--- src/rtl/lab2_frame_tx_if.sv ---
`default_nettype none
// ==================================================================
// lab2_frame_tx_if : word handshake and serial output bundle
// Rev 1.0
// ==================================================================
interface lab2_frame_tx_if #(
  parameter int DATA_W = 8
) ();
  logic [DATA_W-1:0] data_in;
  logic              valid;
  logic              ready;
  logic              serial_out;
  logic              busy;
  logic              done;
  logic [2:0]        S;

  modport master (
    output data_in, valid,
    input  ready, serial_out, busy, done, S
  );

  modport slave (
    input  data_in, valid,
    output ready, serial_out, busy, done, S
  );
endinterface
`default_nettype wire

--- src/rtl/lab2_frame_tx.sv ---
`default_nettype none
// ==================================================================
// lab2_frame_tx : sends sync marker, MSB-first payload, guard zeros
// Rev 1.0
// ==================================================================
module lab2_frame_tx #(
  parameter int                SYNC_W  = 4,
  parameter logic [SYNC_W-1:0] SYNC    = 4'b1001,
  parameter int                DATA_W  = 8,
  parameter int                GAP_LEN = 2
) (
  input  logic           clock,
  input  logic           reset,
  lab2_frame_tx_if.slave bus
);

  localparam int c_FR_W  = SYNC_W + DATA_W;
  localparam int c_MAX_A = (SYNC_W > DATA_W) ? SYNC_W : DATA_W;
  localparam int c_MAX_N = (c_MAX_A > GAP_LEN) ? c_MAX_A : GAP_LEN;
  localparam int c_CNT_W = (c_MAX_N > 1) ? $clog2(c_MAX_N) : 1;

  localparam logic [c_CNT_W-1:0] c_SYNC_LD = c_CNT_W'(SYNC_W - 1);
  localparam logic [c_CNT_W-1:0] c_DATA_LD = c_CNT_W'(DATA_W - 1);
  localparam logic [c_CNT_W-1:0] c_GAP_LD  = c_CNT_W'(GAP_LEN - 1);
  localparam logic [c_CNT_W-1:0] c_ONE     = c_CNT_W'(1);

  typedef enum logic [2:0] {
    ST_IDLE = 3'd0,
    ST_SYNC = 3'd1,
    ST_DATA = 3'd2,
    ST_GAP  = 3'd3
  } state_t;

  state_t              r_state;
  logic [c_CNT_W-1:0]  r_cnt;
  logic [c_FR_W-1:0]   r_frame;
  logic                r_serial;
  logic                r_done;
  logic [c_FR_W-1:0]   w_shift;

  // Sync marker and payload share one shift register, so the MSB is always the next bit.
  assign w_shift = r_frame << 1;

  always_ff @(posedge clock) begin
    if (reset) begin
      r_state  <= ST_IDLE;
      r_cnt    <= '0;
      r_frame  <= '0;
      r_serial <= 1'b0;
      r_done   <= 1'b0;
    end else begin
      r_done <= 1'b0;
      case (r_state)
        ST_IDLE: begin
          r_serial <= 1'b0;
          if (bus.valid) begin
            r_frame  <= {SYNC, bus.data_in};
            r_cnt    <= c_SYNC_LD;
            r_state  <= ST_SYNC;
            r_serial <= SYNC[SYNC_W-1];
          end
        end
        ST_SYNC: begin
          r_frame  <= w_shift;
          r_serial <= w_shift[c_FR_W-1];
          if (r_cnt == '0) begin
            r_cnt   <= c_DATA_LD;
            r_state <= ST_DATA;
          end else begin
            r_cnt <= r_cnt - c_ONE;
          end
        end
        ST_DATA: begin
          if (r_cnt == '0) begin
            r_serial <= 1'b0;
            r_cnt    <= c_GAP_LD;
            r_state  <= ST_GAP;
            r_done   <= (GAP_LEN == 1);
          end else begin
            r_frame  <= w_shift;
            r_serial <= w_shift[c_FR_W-1];
            r_cnt    <= r_cnt - c_ONE;
          end
        end
        ST_GAP: begin
          r_serial <= 1'b0;
          if (r_cnt == '0) begin
            r_state <= ST_IDLE;
          end else begin
            r_cnt  <= r_cnt - c_ONE;
            r_done <= (r_cnt == c_ONE);
          end
        end
        default: begin
          r_state  <= ST_IDLE;
          r_serial <= 1'b0;
        end
      endcase
    end
  end

  assign bus.ready      = (r_state == ST_IDLE);
  assign bus.busy       = (r_state != ST_IDLE);
  assign bus.done       = r_done;
  assign bus.serial_out = r_serial;
  assign bus.S          = r_state;

endmodule
`default_nettype wire
--- src/flat_wrapper.sv ---
// flat-port wrapper written by rule: the top's interface ports become plain ports
module lab2_frame_tx_flat 
#(
  parameter int                SYNC_W  = 4,
  parameter logic [SYNC_W-1:0] SYNC    = 4'b1001,
  parameter int                DATA_W  = 8,
  parameter int                GAP_LEN = 2
)
  (clock, reset, bus_data_in, bus_valid, bus_ready, bus_serial_out, bus_busy, bus_done, bus_S);
  lab2_frame_tx_if #(.DATA_W(DATA_W)) bus_i ();
  input  logic clock;
  input  logic reset;
  input wire logic [$bits(bus_i.data_in)-1:0] bus_data_in;
  input wire logic [$bits(bus_i.valid)-1:0] bus_valid;
  output wire logic [$bits(bus_i.ready)-1:0] bus_ready;
  output wire logic [$bits(bus_i.serial_out)-1:0] bus_serial_out;
  output wire logic [$bits(bus_i.busy)-1:0] bus_busy;
  output wire logic [$bits(bus_i.done)-1:0] bus_done;
  output wire logic [$bits(bus_i.S)-1:0] bus_S;
  assign bus_i.data_in = bus_data_in;
  assign bus_i.valid = bus_valid;
  assign bus_ready = bus_i.ready;
  assign bus_serial_out = bus_i.serial_out;
  assign bus_busy = bus_i.busy;
  assign bus_done = bus_i.done;
  assign bus_S = bus_i.S;
  lab2_frame_tx #(.SYNC_W(SYNC_W), .SYNC(SYNC), .DATA_W(DATA_W), .GAP_LEN(GAP_LEN)) u_core (.clock(clock), .reset(reset), .bus(bus_i));
endmodule
--- config.mk ---
export PLATFORM = sky130hd
export DESIGN_NAME = lab2_frame_tx_flat
export DESIGN_NICKNAME = d
export VERILOG_FILES = /design/src/rtl/lab2_frame_tx_if.sv /design/src/rtl/lab2_frame_tx.sv /design/src/flat_wrapper.sv
export SDC_FILE = /design/constraint.sdc
export NUM_CORES = 1
export LEC_CHECK = 0
export ABC_CLOCK_PERIOD_IN_PS = 4800
export CORE_ASPECT_RATIO = 1.4
export CORE_MARGIN = 8
export CORE_UTILIZATION = 45
export CTS_CLUSTER_SIZE = 25
export DETAILED_ROUTE_END_ITERATION = 7
export PLACE_DENSITY = 0.7
export SLEW_MARGIN = 0
export SYNTH_ARGS = -nofsm -noshare
export SYNTH_HDL_FRONTEND = slang
export SYNTH_SLANG_ARGS = --single-unit
--- constraint.sdc ---
create_clock -name clock -period 4.8 [get_ports clock]
set_clock_uncertainty 0.15 [all_clocks]
set_input_delay 0.96 -clock clock [delete_from_list [all_inputs] [get_ports clock]]
set_output_delay 0.96 -clock clock [all_outputs]
set_load 0.02 [all_outputs]
==> results of run 1 <==
==> metal layers <==
layer	part of all wire (%)	up-vias	GRT usage, %
li1	-	399	-
met1	42	349	9.18
met2	50	17	17.4
met3	5.9	5	2.97
met4	2.1	0	5.90
met5	0	-	0
==> cell type report <==
cell class,count,area [µm²]
multi-input cells,75,584
repair buffers,16,160
inverters,7,26.3
well taps,22,27.5
fillers,218,971
flip-flops and latches,18,360
clock buffers,3,22.5
==> metrics by stage <==
step	power [mW]	cells	setup slack [ns]	hold slack, ns	utilization [%]
floorplan	0.649	106	2.53	0.295	-
global placement	0.727	138	1.78	0.306	53.8
finish	0.803	141	1.83	0.325	54.9
detailed placement	0.739	138	1.71	0.314	53.8
global route	0.870	141	1.70	0.340	54.9
CTS	0.816	141	1.80	0.330	54.9
==> report_power, final <==
| group | leakage [nW] | internal (mW) | total, mW | switching, mW |
|---|---|---|---|---|
| Clock | 0.0138 | 0.0292 | 0.0734 | 0.0442 |
| Sequential | 0.149 | 0.208 | 0.249 | 0.0416 |
| Combinational | 0.309 | 0.219 | 0.481 | 0.261 |
==> cells by family (layout without fill, tap and decap cells) <==
| group | after synthesis | count (layout) | synth area share, % |
|---|---|---|---|
| fa+ha+maj | 8 | 8 | 9.88 |
| other cells | 1 | 1 | 0.370 |
| simple gates | 32 | 32 | 17.0 |
| buf+inv | 13 | 26 | 6.79 |
| mux | 8 | 8 | 7.90 |
| compound gates | 26 | 26 | 22.5 |
| flops | 18 | 18 | 35.6 |
==> flip-flops by register name, summed over array words and instances (netlist names) <==
name                   flops
u_core.r_cnt               3
u_core.bus.serial_out      1
u_core.bus.done            1
u_core.bus.S               2
u_core.r_frame            11
==> worst max-delay path: cells and delay by family, from the launching register on <==
kind / cells / cell delay [ns]
adders and majority gates: 1 / 0.32
buffers and inverters: 3 / 0.81
DFF: 1 / 0.45
==> how the worst max path moves through the flow <==
stage / endpoint / cells past startpoint
final: bus_busy / 4
after global routing: bus_busy / 4
after CTS: bus_busy / 4
after detailed placement: u_core.r_frame[5] / 5
after global placement: u_core.r_frame[9] / 5
after floorplan: bus_busy / 3
==> cells in the mapped netlist (all sizes together) (2+ instances only) <==
| cell | count | share of area (%) |
|---|---|---|
| a2111oi | 2 | 1.7 |
| a211oi | 10 | 12 |
| a21oi | 10 | 4.9 |
| buf | 4 | 3.5 |
| clkbuf | 2 | 0.74 |
| dfxtp | 18 | 36 |
| ha | 8 | 9.9 |
| inv | 7 | 2.6 |
| mux2i | 8 | 7.9 |
| nand2 | 2 | 0.74 |
| nand2b | 5 | 3.1 |
| nand3 | 3 | 1.5 |
| nor2 | 14 | 5.4 |
| nor3 | 2 | 0.99 |
==> qor.json, run 1 <==
{
  "run_status": {
    "result_of_the_run": "complete, no violations"
  },
  "placed_design": {
    "place_hpwl_um": 1390,
    "place.gp.congestion": 0.773,
    "port-buffer-count": 16,
    "postPlaceCellArea_um2": 1160
  },
  "critical_path": {
    "crit-reg2reg-capture": "u_core.r_frame[5]",
    "setup.worst_path.end_class": "primary output",
    "worst_path_largest_cell_delay_ns": 0.60,
    "timing.critical_path.from_type": "register",
    "startpoint": "u_core.bus.S[0]",
    "cp_common_cell": "sky130_fd_sc_hd__inv_1",
    "critical-path-slowest-cell": "sky130_fd_sc_hd__clkdlybuf4s50_1",
    "path_type_of_the_worst_setup_path": "reg2out",
    "critical_path.reg2reg.startpoint": "u_core.bus.S[0]",
    "crit_path_max_fanout": 9,
    "timing.critical_path.cells": "inv_1, ha_1, inv_1, clkdlybuf4s50_1",
    "arrival_ns": 1.86,
    "required_ns": 3.69,
    "reg2reg_setup_slack_ns": 2.34,
    "timing.reg2reg.worst_path_depth": 6
  },
  "timing": {
    "slew_of_the_pin_with_the_lowest_slew_margin_ns": 0.937,
    "slew_violations": 0,
    "setup_viol": 0,
    "final_min_period_over_clock_period_pct": 61.8,
    "rsz0062_at_grt": "no",
    "slew_headroom_pct": 37.3,
    "finalHoldViolations": 0,
    "fmaxAchievable_ghz": 0.337,
    "setup_tns_ns": 0,
    "finalWorstPathRequiredPeriod_ns": 2.97
  },
  "floorplan": {
    "floorplan.rows": 20,
    "chipWidth_um": 56.1,
    "full_die_area_um2": 4050,
    "floorplan.die.height_um": 72.2,
    "io-pin-count": 18,
    "core-area_um2": 2150,
    "initial_core_util_pct": 47.1
  },
  "synthesis": {
    "number_of_flops_mapped_to_enable_cells_by_yosys": 0,
    "synth_warnings": 0,
    "asyncSetResetFlopFracSynth_pct": 0,
    "synth_cell_type_count": 30,
    "syn-mean-instance-area_um2": 9.56,
    "yosys_most_used_dff": "sky130_fd_sc_hd__dfxtp_1",
    "synth.cell_area_um2": 1010,
    "synthCells": 106,
    "synthesis.nets": 125,
    "ys_seq_area_share_pct": 35.6,
    "ys_ff_latch": 18
  },
  "cts": {
    "tritoncts_clock_tree": "built",
    "cts.root.buffer_cell": "sky130_fd_sc_hd__clkbuf_4",
    "cts_hold_repair.buffers": 0,
    "cts.sink_count": 18,
    "path_clk_slew_ns": 0.09,
    "clk-insertion-delay-late_ns": 0.29,
    "number_of_buffers_created_by_cts": 3,
    "number_of_h_tree_branching_levels": 1,
    "post_cts_resized": 0,
    "clk_path_buf_depth": 2,
    "post-cts-setup-buffer-count": 0
  },
  "worst_hold_path": {
    "timing.hold.worst_endpoint": "u_core.r_frame[9]",
    "hp-class": "reg2reg",
    "hold-path-cell-count": 2,
    "worstHoldStart": "u_core.r_frame[9]"
  },
  "power": {
    "static-leakage-power_nw": 0.471,
    "power.density_cell_area_nw_per_um2": 680,
    "vdd_drop_max_uv": 325
  },
  "route": {
    "detail_route.wl_per_cell_um": 13.0,
    "drt_first_iter_violations": 12,
    "detail_route.wirelength_um": 1840,
    "ant_nets": 0,
    "drcViolationCount": 0,
    "detail_route.first_pass.iterations": 2,
    "dr_total_vias": 770,
    "viasPerCell": 5.46
  },
  "grt": {
    "first_global_vias": 765,
    "grt_use_total_pct": 9.62,
    "antenna_found_initial": 0,
    "grt_start_max_net_pins": 23,
    "grt_first_pass_wirelength_um": 3230,
    "grt_overflow_total": 0
  },
  "layout": {
    "final_cell_mix": "18 x sky130_fd_sc_hd__dfxtp_1, 16 x sky130_fd_sc_hd__clkdlybuf4s50_1, 13 x sky130_fd_sc_hd__nor2_1, 10 x sky130_fd_sc_hd__a21oi_1",
    "finish.net_count": 140,
    "final_area_um2": 1180,
    "post_route_cells_drive_above_1_share_pct": 13.4,
    "antenna_diode_instance_count": 0,
    "syn2layout_area_growth_pct": 16.5,
    "most_common_cell_after_layout_fill_and_taps_aside": "sky130_fd_sc_hd__dfxtp_1"
  },
  "run": {
    "max_cap_violations": 0
  }
}
(Power assumes the default switching activity.)
==> run 2, diff against run 1 <==
ABC_CLOCK_PERIOD_IN_PS = 2900   (was 4800)
clock period = 2.9 ns   (was 4.8 ns; I/O delays follow)
==> run 2 against run 1 <==
Final area increased by 2.4%. Critical endpoint unchanged. Wire length increased by 1.3%. Die area unchanged. Critical path type unchanged. Final cell count increased by 2.1%. First-iteration DRC count increased by 8.3%. Register-to-register slack got worse by 1.5 ns. Global-route usage decreased by 0.092 points. Hold slack improved by 0.0030 ns. Largest cell class unchanged. Worst setup slack got worse by 1.5 ns.
==> qor.json, run 2 (synthesized netlist as in run 1, its figures left out) <==
{
  "run_status": {
    "result_of_the_run": "complete, no violations"
  },
  "worst_hold_path": {
    "hp-class": "reg2reg",
    "worstHoldStart": "u_core.r_frame[0]"
  },
  "cts": {
    "number_of_buffers_created_by_cts": {"value": 3, "change": "unchanged"},
    "post-cts-setup-buffer-count": {"value": 0, "change": "unchanged"},
    "cts.sink_count": {"value": 18, "change": "unchanged"},
    "post_cts_resized": {"value": 0, "change": "unchanged"},
    "number_of_h_tree_branching_levels": {"value": 1, "change": "unchanged"},
    "cts.root.buffer_cell": "sky130_fd_sc_hd__clkbuf_4",
    "tritoncts_clock_tree": "built",
    "path_clk_slew": {"value": 0.11, "unit": "ns", "change": "+0.02 ns"},
    "cts_hold_repair.buffers": {"value": 0, "change": "unchanged"},
    "clk-insertion-delay-late": {"value": 0.29, "unit": "ns", "change": "about the same"},
    "clk_path_buf_depth": {"value": 2, "change": "unchanged"}
  },
  "layout": {
    "syn2layout_area_growth_pct": 19.4,
    "finish.net_count": {"value": 142, "change": "+1.4%"},
    "final_cell_mix": "18 x sky130_fd_sc_hd__dfxtp_1, 16 x sky130_fd_sc_hd__clkdlybuf4s50_1, 13 x sky130_fd_sc_hd__nor2_1, 10 x sky130_fd_sc_hd__a21oi_1",
    "area.sequential": {"value": 360, "unit": "µm²", "change": "unchanged"},
    "multi_input_area": {"value": 584, "unit": "µm²", "change": "unchanged"},
    "antenna_diode_instance_count": {"value": 0, "change": "unchanged"},
    "flip_flop_count_of_the_largest_register_after_layout": {"value": 11, "change": "unchanged"},
    "nFillCells": {"value": 200, "change": "-8.3%"},
    "most_common_cell_after_layout_fill_and_taps_aside": "sky130_fd_sc_hd__dfxtp_1",
    "post_route_cells_drive_above_1_share": {"value": 15.6, "unit": "%", "change": "+2.1 points"},
    "max_flop_register": "u_core.r_frame"
  },
  "route": {
    "dr_total_vias": {"value": 788, "change": "+2.3%"},
    "drt_first_iter_violations": {"value": 13, "change": "+1"},
    "detail_route.wirelength": {"value": 1860, "unit": "µm", "change": "+1.3%"},
    "drcViolationCount": {"value": 0, "change": "unchanged"},
    "detail_route.first_pass.iterations": {"value": 4, "change": "+2"},
    "ant_nets": {"value": 0, "change": "unchanged"},
    "detail_route.wl_per_cell": {"value": 12.9, "unit": "µm", "change": "-0.80%"},
    "viasPerCell": {"value": 5.47, "change": "+0.21%"}
  },
  "critical_path": {
    "cp_common_cell": "sky130_fd_sc_hd__inv_1",
    "timing.critical_path.cells": "inv_1, ha_1, inv_1, clkdlybuf4s50_1",
    "crit_buf_inv": {"value": 3, "change": "unchanged"},
    "critical-path-slowest-cell": "sky130_fd_sc_hd__clkdlybuf4s50_1",
    "crit_path_max_fanout": {"value": 9, "change": "unchanged"},
    "critical_path.reg2reg.startpoint": "u_core.bus.S[1]",
    "worst_path_largest_cell_delay": {"value": 0.60, "unit": "ns", "change": "about the same"},
    "required": {"value": 2.17, "unit": "ns", "change": "-1.52 ns"},
    "startpoint": "u_core.bus.S[1]",
    "timing.critical_path.from_type": "register",
    "setup.worst_path.end_class": "primary output",
    "family_of_cells_with_the_greatest_summed_delay_on_the_critical_path": "buffers and inverters",
    "path_type_of_the_worst_setup_path": "reg2out",
    "arrival": {"value": 1.88, "unit": "ns", "change": "+0.02 ns"}
  },
  "timing": {
    "slew_headroom": {"value": 61.0, "unit": "%", "change": "+24 points"},
    "fmaxAchievable_ghz": 0.383,
    "layout_setup_ws": {"value": 0.290, "unit": "ns", "change": "-1.54 ns"},
    "slew_violations": {"value": 0, "change": "unchanged"},
    "rsz0062_at_grt": "no",
    "final_min_period_over_clock_period_pct": 90.0,
    "setup_tns": {"value": 0, "unit": "ns", "change": "unchanged"},
    "setup_viol": {"value": 0, "change": "unchanged"},
    "finalWorstPathRequiredPeriod_ns": 2.61,
    "slew_of_the_pin_with_the_lowest_slew_margin": {"value": 0.583, "unit": "ns", "change": "-0.354 ns"},
    "finalHoldViolations": {"value": 0, "change": "unchanged"}
  },
  "placed_design": {
    "port-buffer-count": {"value": 16, "change": "unchanged"},
    "place.gp.congestion": {"value": 0.792, "change": "+2.5%"},
    "place_hpwl": {"value": 1400, "unit": "µm", "change": "+0.60%"},
    "post-place-ws": {"value": 0.579, "unit": "ns", "change": "-1.13 ns"}
  },
  "grt": {
    "grt_overflow_total": {"value": 0, "change": "unchanged"},
    "antenna_found_initial": {"value": 0, "change": "unchanged"},
    "grt_start_max_net_pins": {"value": 23, "change": "unchanged"},
    "grt_use_total": {"value": 9.53, "unit": "%", "change": "-0.092 points"},
    "grt_first_pass_wirelength": {"value": 3280, "unit": "µm", "change": "+1.7%"},
    "first_global_vias": {"value": 805, "change": "+5.2%"}
  },
  "power": {
    "power.density_cell_area": {"value": 1140, "unit": "nW/µm²", "change": "+67%"},
    "static-leakage-power": {"value": 0.488, "unit": "nW", "change": "+3.5%"},
    "vdd_drop_max": {"value": 542, "unit": "µV", "change": "+67%"},
    "total_power": {"value": 1.38, "unit": "mW", "change": "+72%"}
  },
  "floorplan": {
    "floorplan.rows": {"value": 20, "change": "unchanged"},
    "chipWidth": {"value": 56.1, "unit": "µm", "change": "unchanged"},
    "initial_core_util": {"value": 47.1, "unit": "%", "change": "unchanged"},
    "full_die_area": {"value": 4050, "unit": "µm²", "change": "unchanged"},
    "floorplan.die.height": {"value": 72.2, "unit": "µm", "change": "unchanged"},
    "io-pin-count": {"value": 18, "change": "unchanged"},
    "core-area": {"value": 2150, "unit": "µm²", "change": "unchanged"}
  },
  "run": {
    "max_cap_violations": {"value": 0, "change": "unchanged"}
  }
}
==> run 2: worst reg2reg max path, delay by kind of cell, from the launching register on <==
family	cells	cell delay, ns
buf+inv	2	0.39
simple gates	2	0.28
flops	1	0.48
fa+ha+maj	1	0.30
compound gates	2	0.41
==> run 2: worst paths after layout <==
| kind | slack (ns) | cells after the start | end |
|---|---|---|---|
| worst min-delay path | 0.33 | 2 | u_core.r_frame[0] |
| worst min register to register | 0.33 | 2 | u_core.r_frame[0] |
| worst max register to register | 0.80 | 7 | u_core.r_frame[8] |
| worst max-delay path | 0.29 | 4 | bus_busy |
==> run 2: cell type report <==
cell class / instances / share of cell area (%)
Multi-Input combinational cell: 75 / 48.3
Sequential cell: 18 / 29.8
Timing Repair Buffer: 18 / 14.5
Clock buffer: 4 / 3.00
Tap cell: 22 / 2.28
Inverter: 7 / 2.17
==> run 2: routing by layer <==
| layer | vias to the layer above | GRT usage, % | share of wire (%) | wire length, µm |
|---|---|---|---|---|
| met5 | - | 0 | 0 | 0 |
| met4 | 0 | 4.83 | 1.4 | 26 |
| met3 | 4 | 2.79 | 5.4 | 101 |
| met2 | 20 | 17.1 | 49 | 920 |
| met1 | 361 | 9.74 | 44 | 811 |
| li1 | 403 | - | - | - |
==> run 2: stage by stage <==
stage | area (µm²) | utilization, % | hold slack [ns] | cells
after detailed placement | 1170 | 54.5 | 0.317 | 140
final | 1210 | 56.2 | 0.328 | 144
after global routing | 1210 | 56.2 | 0.365 | 144
after CTS | 1210 | 56.2 | 0.331 | 144
after global placement | 1170 | 54.5 | 0.305 | 140
after floorplan | 1010 | - | 0.295 | 106
==> run 2: power by group <==
part / switching [mW] / internal [mW]
Combinational: 0.441 / 0.371
Sequential: 0.0676 / 0.343
Clock: 0.0786 / 0.0764
Total: 0.587 / 0.791
==> RTL edit, RTL diff (flow settings as in run 2) <==
`GAP_LEN` is set to 2 in 2 places; all go to 1.
--- a/src/rtl/lab2_frame_tx.sv
+++ b/src/rtl/lab2_frame_tx.sv
@@ -7,7 +7,7 @@
   parameter int                SYNC_W  = 4,
   parameter logic [SYNC_W-1:0] SYNC    = 4'b1001,
   parameter int                DATA_W  = 8,
-  parameter int                GAP_LEN = 2
+  parameter int                GAP_LEN = 1
 ) (
   input  logic           clock,
   input  logic           reset,
--- a/src/flat_wrapper.sv
+++ b/src/flat_wrapper.sv
@@ -4,7 +4,7 @@
   parameter int                SYNC_W  = 4,
   parameter logic [SYNC_W-1:0] SYNC    = 4'b1001,
   parameter int                DATA_W  = 8,
-  parameter int                GAP_LEN = 2
+  parameter int                GAP_LEN = 1
 )
   (clock, reset, bus_data_in, bus_valid, bus_ready, bus_serial_out, bus_busy, bus_done, bus_S);
   lab2_frame_tx_if #(.DATA_W(DATA_W)) bus_i ();
Formal check against the unedited RTL: same outputs for any inputs over 10 cycles, from zero or initial values and one cycle with reset high; that may be too few to reach the edited logic, so the function may still have changed.
==> RTL edit against run 2 <==
Cell area is 0.31% higher. Wire length is 0.59% higher. Sequential cell count stayed put. Worst setup slack better by 57 ps. Synthesized area is 0.37% higher. Total power is 1.4% lower. Non-clock buffer count stayed put. Largest cell class unchanged.
==> RTL edit: results (changes against run 2) <==
[global_routing]
grt_pass1_wl_um = 3180  ; -3.2%
grt_max_degree = 23  ; unchanged
grt_pass1_vias = 803  ; -0.25%
grt_antenna_before_repair = 0  ; unchanged
track_usage_pct = 9.11  ; -0.42 points

[synth]
synthAdderAreaFrac_pct = 9.84  ; -0.036 points
synthTopCellsByArea = dfxtp_1, ha_1, a211oi_2
synth.avg_cell_area_um2 = 9.42  ; -1.5%
syn_nets = 127  ; +1.6%
ys_async_sr_fraction_pct = 0  ; unchanged
synth_compound_area_share_pct = 23.0  ; +0.53 points
yosysWarnings = 0  ; unchanged
synth_xor_area_share_pct = 0  ; unchanged
synthMuxAreaShare_pct = 7.87  ; -0.029 points
yosysSeqAreaShare_pct = 35.4  ; -0.13 points
synth_common_cells = dfxtp_1, nor2_1, a21oi_1
yosysUniqueCellTypes = 28  ; -6.7%

[run_status]
status = finished, final reports clean

[placed_design]
place_area_um2 = 1180  ; +0.32%
dp_hpwl_um = 1400  ; about the same
portBuffers = 16  ; unchanged
gp_congestion = 0.864  ; +9.2%

[clock_tree]
cts.repair.resized = 0  ; unchanged
clock_latency_ps = 290  ; about the same
htree_levels = 1  ; unchanged
cts_made_buffers = 3  ; unchanged
cts.path.max_buffers = 2  ; unchanged
cts_setup_buffers = 0  ; unchanged
cts-root-buf = clkbuf_4
clk_pin_slew_ps = 110  ; about the same

[timing]
slew_headroom_pct = 52.9  ; -8.1 points

[finish]
final_nets = 144  ; +1.4%
diodes = 0  ; unchanged
layout-drive-gt1-share_pct = 14.5  ; -1.1 points
largest_register = u_core.r_frame
stdcell_count = 146  ; +1.4%
largest_reg_flops = 11  ; unchanged

[setup_path]
path_max_fanout = 7  ; -2
rr_worst_depth = 7  ; unchanged
crit_path_max_incr_delay_ps = 610
cpMaxStageDelayCell = clkdlybuf4s50_1
cpLargestDelayFamily = buffers and inverters
worstPathArrival_ps = 1820  ; -60 ps

[power_and_ir_drop]
p_leak_nw = 0.482  ; -1.3%
ir_drop_uv = 491  ; -9.3%

[worst_hold_path]
worstHoldPathType = reg -> reg
whs_path_depth = 2  ; unchanged

[detailed_routing]
dr.pass1.iters = 4  ; unchanged
via_per_inst = 5.38  ; -1.7%
ant_nets = 0  ; unchanged
drt_iter0_drc = 17  ; +4
avgRoutedWirePerCell_um = 12.8  ; -0.79%

## RTL edit: final cells by class
cell class              instances  area (µm²)
clock buffers                   4        36.3
fillers                       211         938
inverters                       7        26.3
multi-input cells              77         588
flip-flops and latches         18         360
well taps                      22        27.5
repair buffers                 18         175
## RTL edit: where the power goes
part	internal (mW)	leakage (nW)	switching, mW	total, mW
sequential	0.334	0.149	0.0577	0.392
combinational	0.366	0.312	0.445	0.811
clock	0.0764	0.0210	0.0790	0.155
total	0.776	0.482	0.582	1.36
## RTL edit: kinds of logic (layout without fill, tap and decap cells)
logic type	Yosys count	in the layout
AO/OA/AOI/OAI	27	27
flip-flops	18	18
buffers and inverters	13	29
AND/OR/NAND/NOR	33	33
multiplexers	8	8
adder cells (fa/ha/maj)	8	8
other	1	1
## RTL edit: routing by layer
metal / vias to the layer above / GRT usage [%] / share of wire, %
met1: 355 / 9.46 / 45
met5: - / 0 / 0
met4: 0 / 3.75 / 0.80
li1: 406 / - / -
met3: 2 / 1.92 / 4.3
met2: 22 / 17.1 / 50
## RTL edit: final timing paths
kind                     startpoint           endpoint  slack (ps)
setup / recovery    u_core.bus.S[0]           bus_busy         350
hold / removal    u_core.r_frame[0]  u_core.r_frame[0]         330
setup reg to reg    u_core.bus.S[0]  u_core.r_frame[9]         870
hold reg to reg   u_core.r_frame[0]  u_core.r_frame[0]         330
## RTL edit: worst min-delay path: cells and delay by family (launching register included)
family | cells | cell delay (ps)
compound gates | 1 | 50
flops | 1 | 330
simple gates | 1 | 60
## RTL edit: through the flow
step / setup slack, ps / power [mW]
floorplan: 853 / 1.05
global placement: 670 / 1.20
detailed placement: 656 / 1.22
CTS: 326 / 1.37
global route: 200 / 1.47
finish: 347 / 1.36
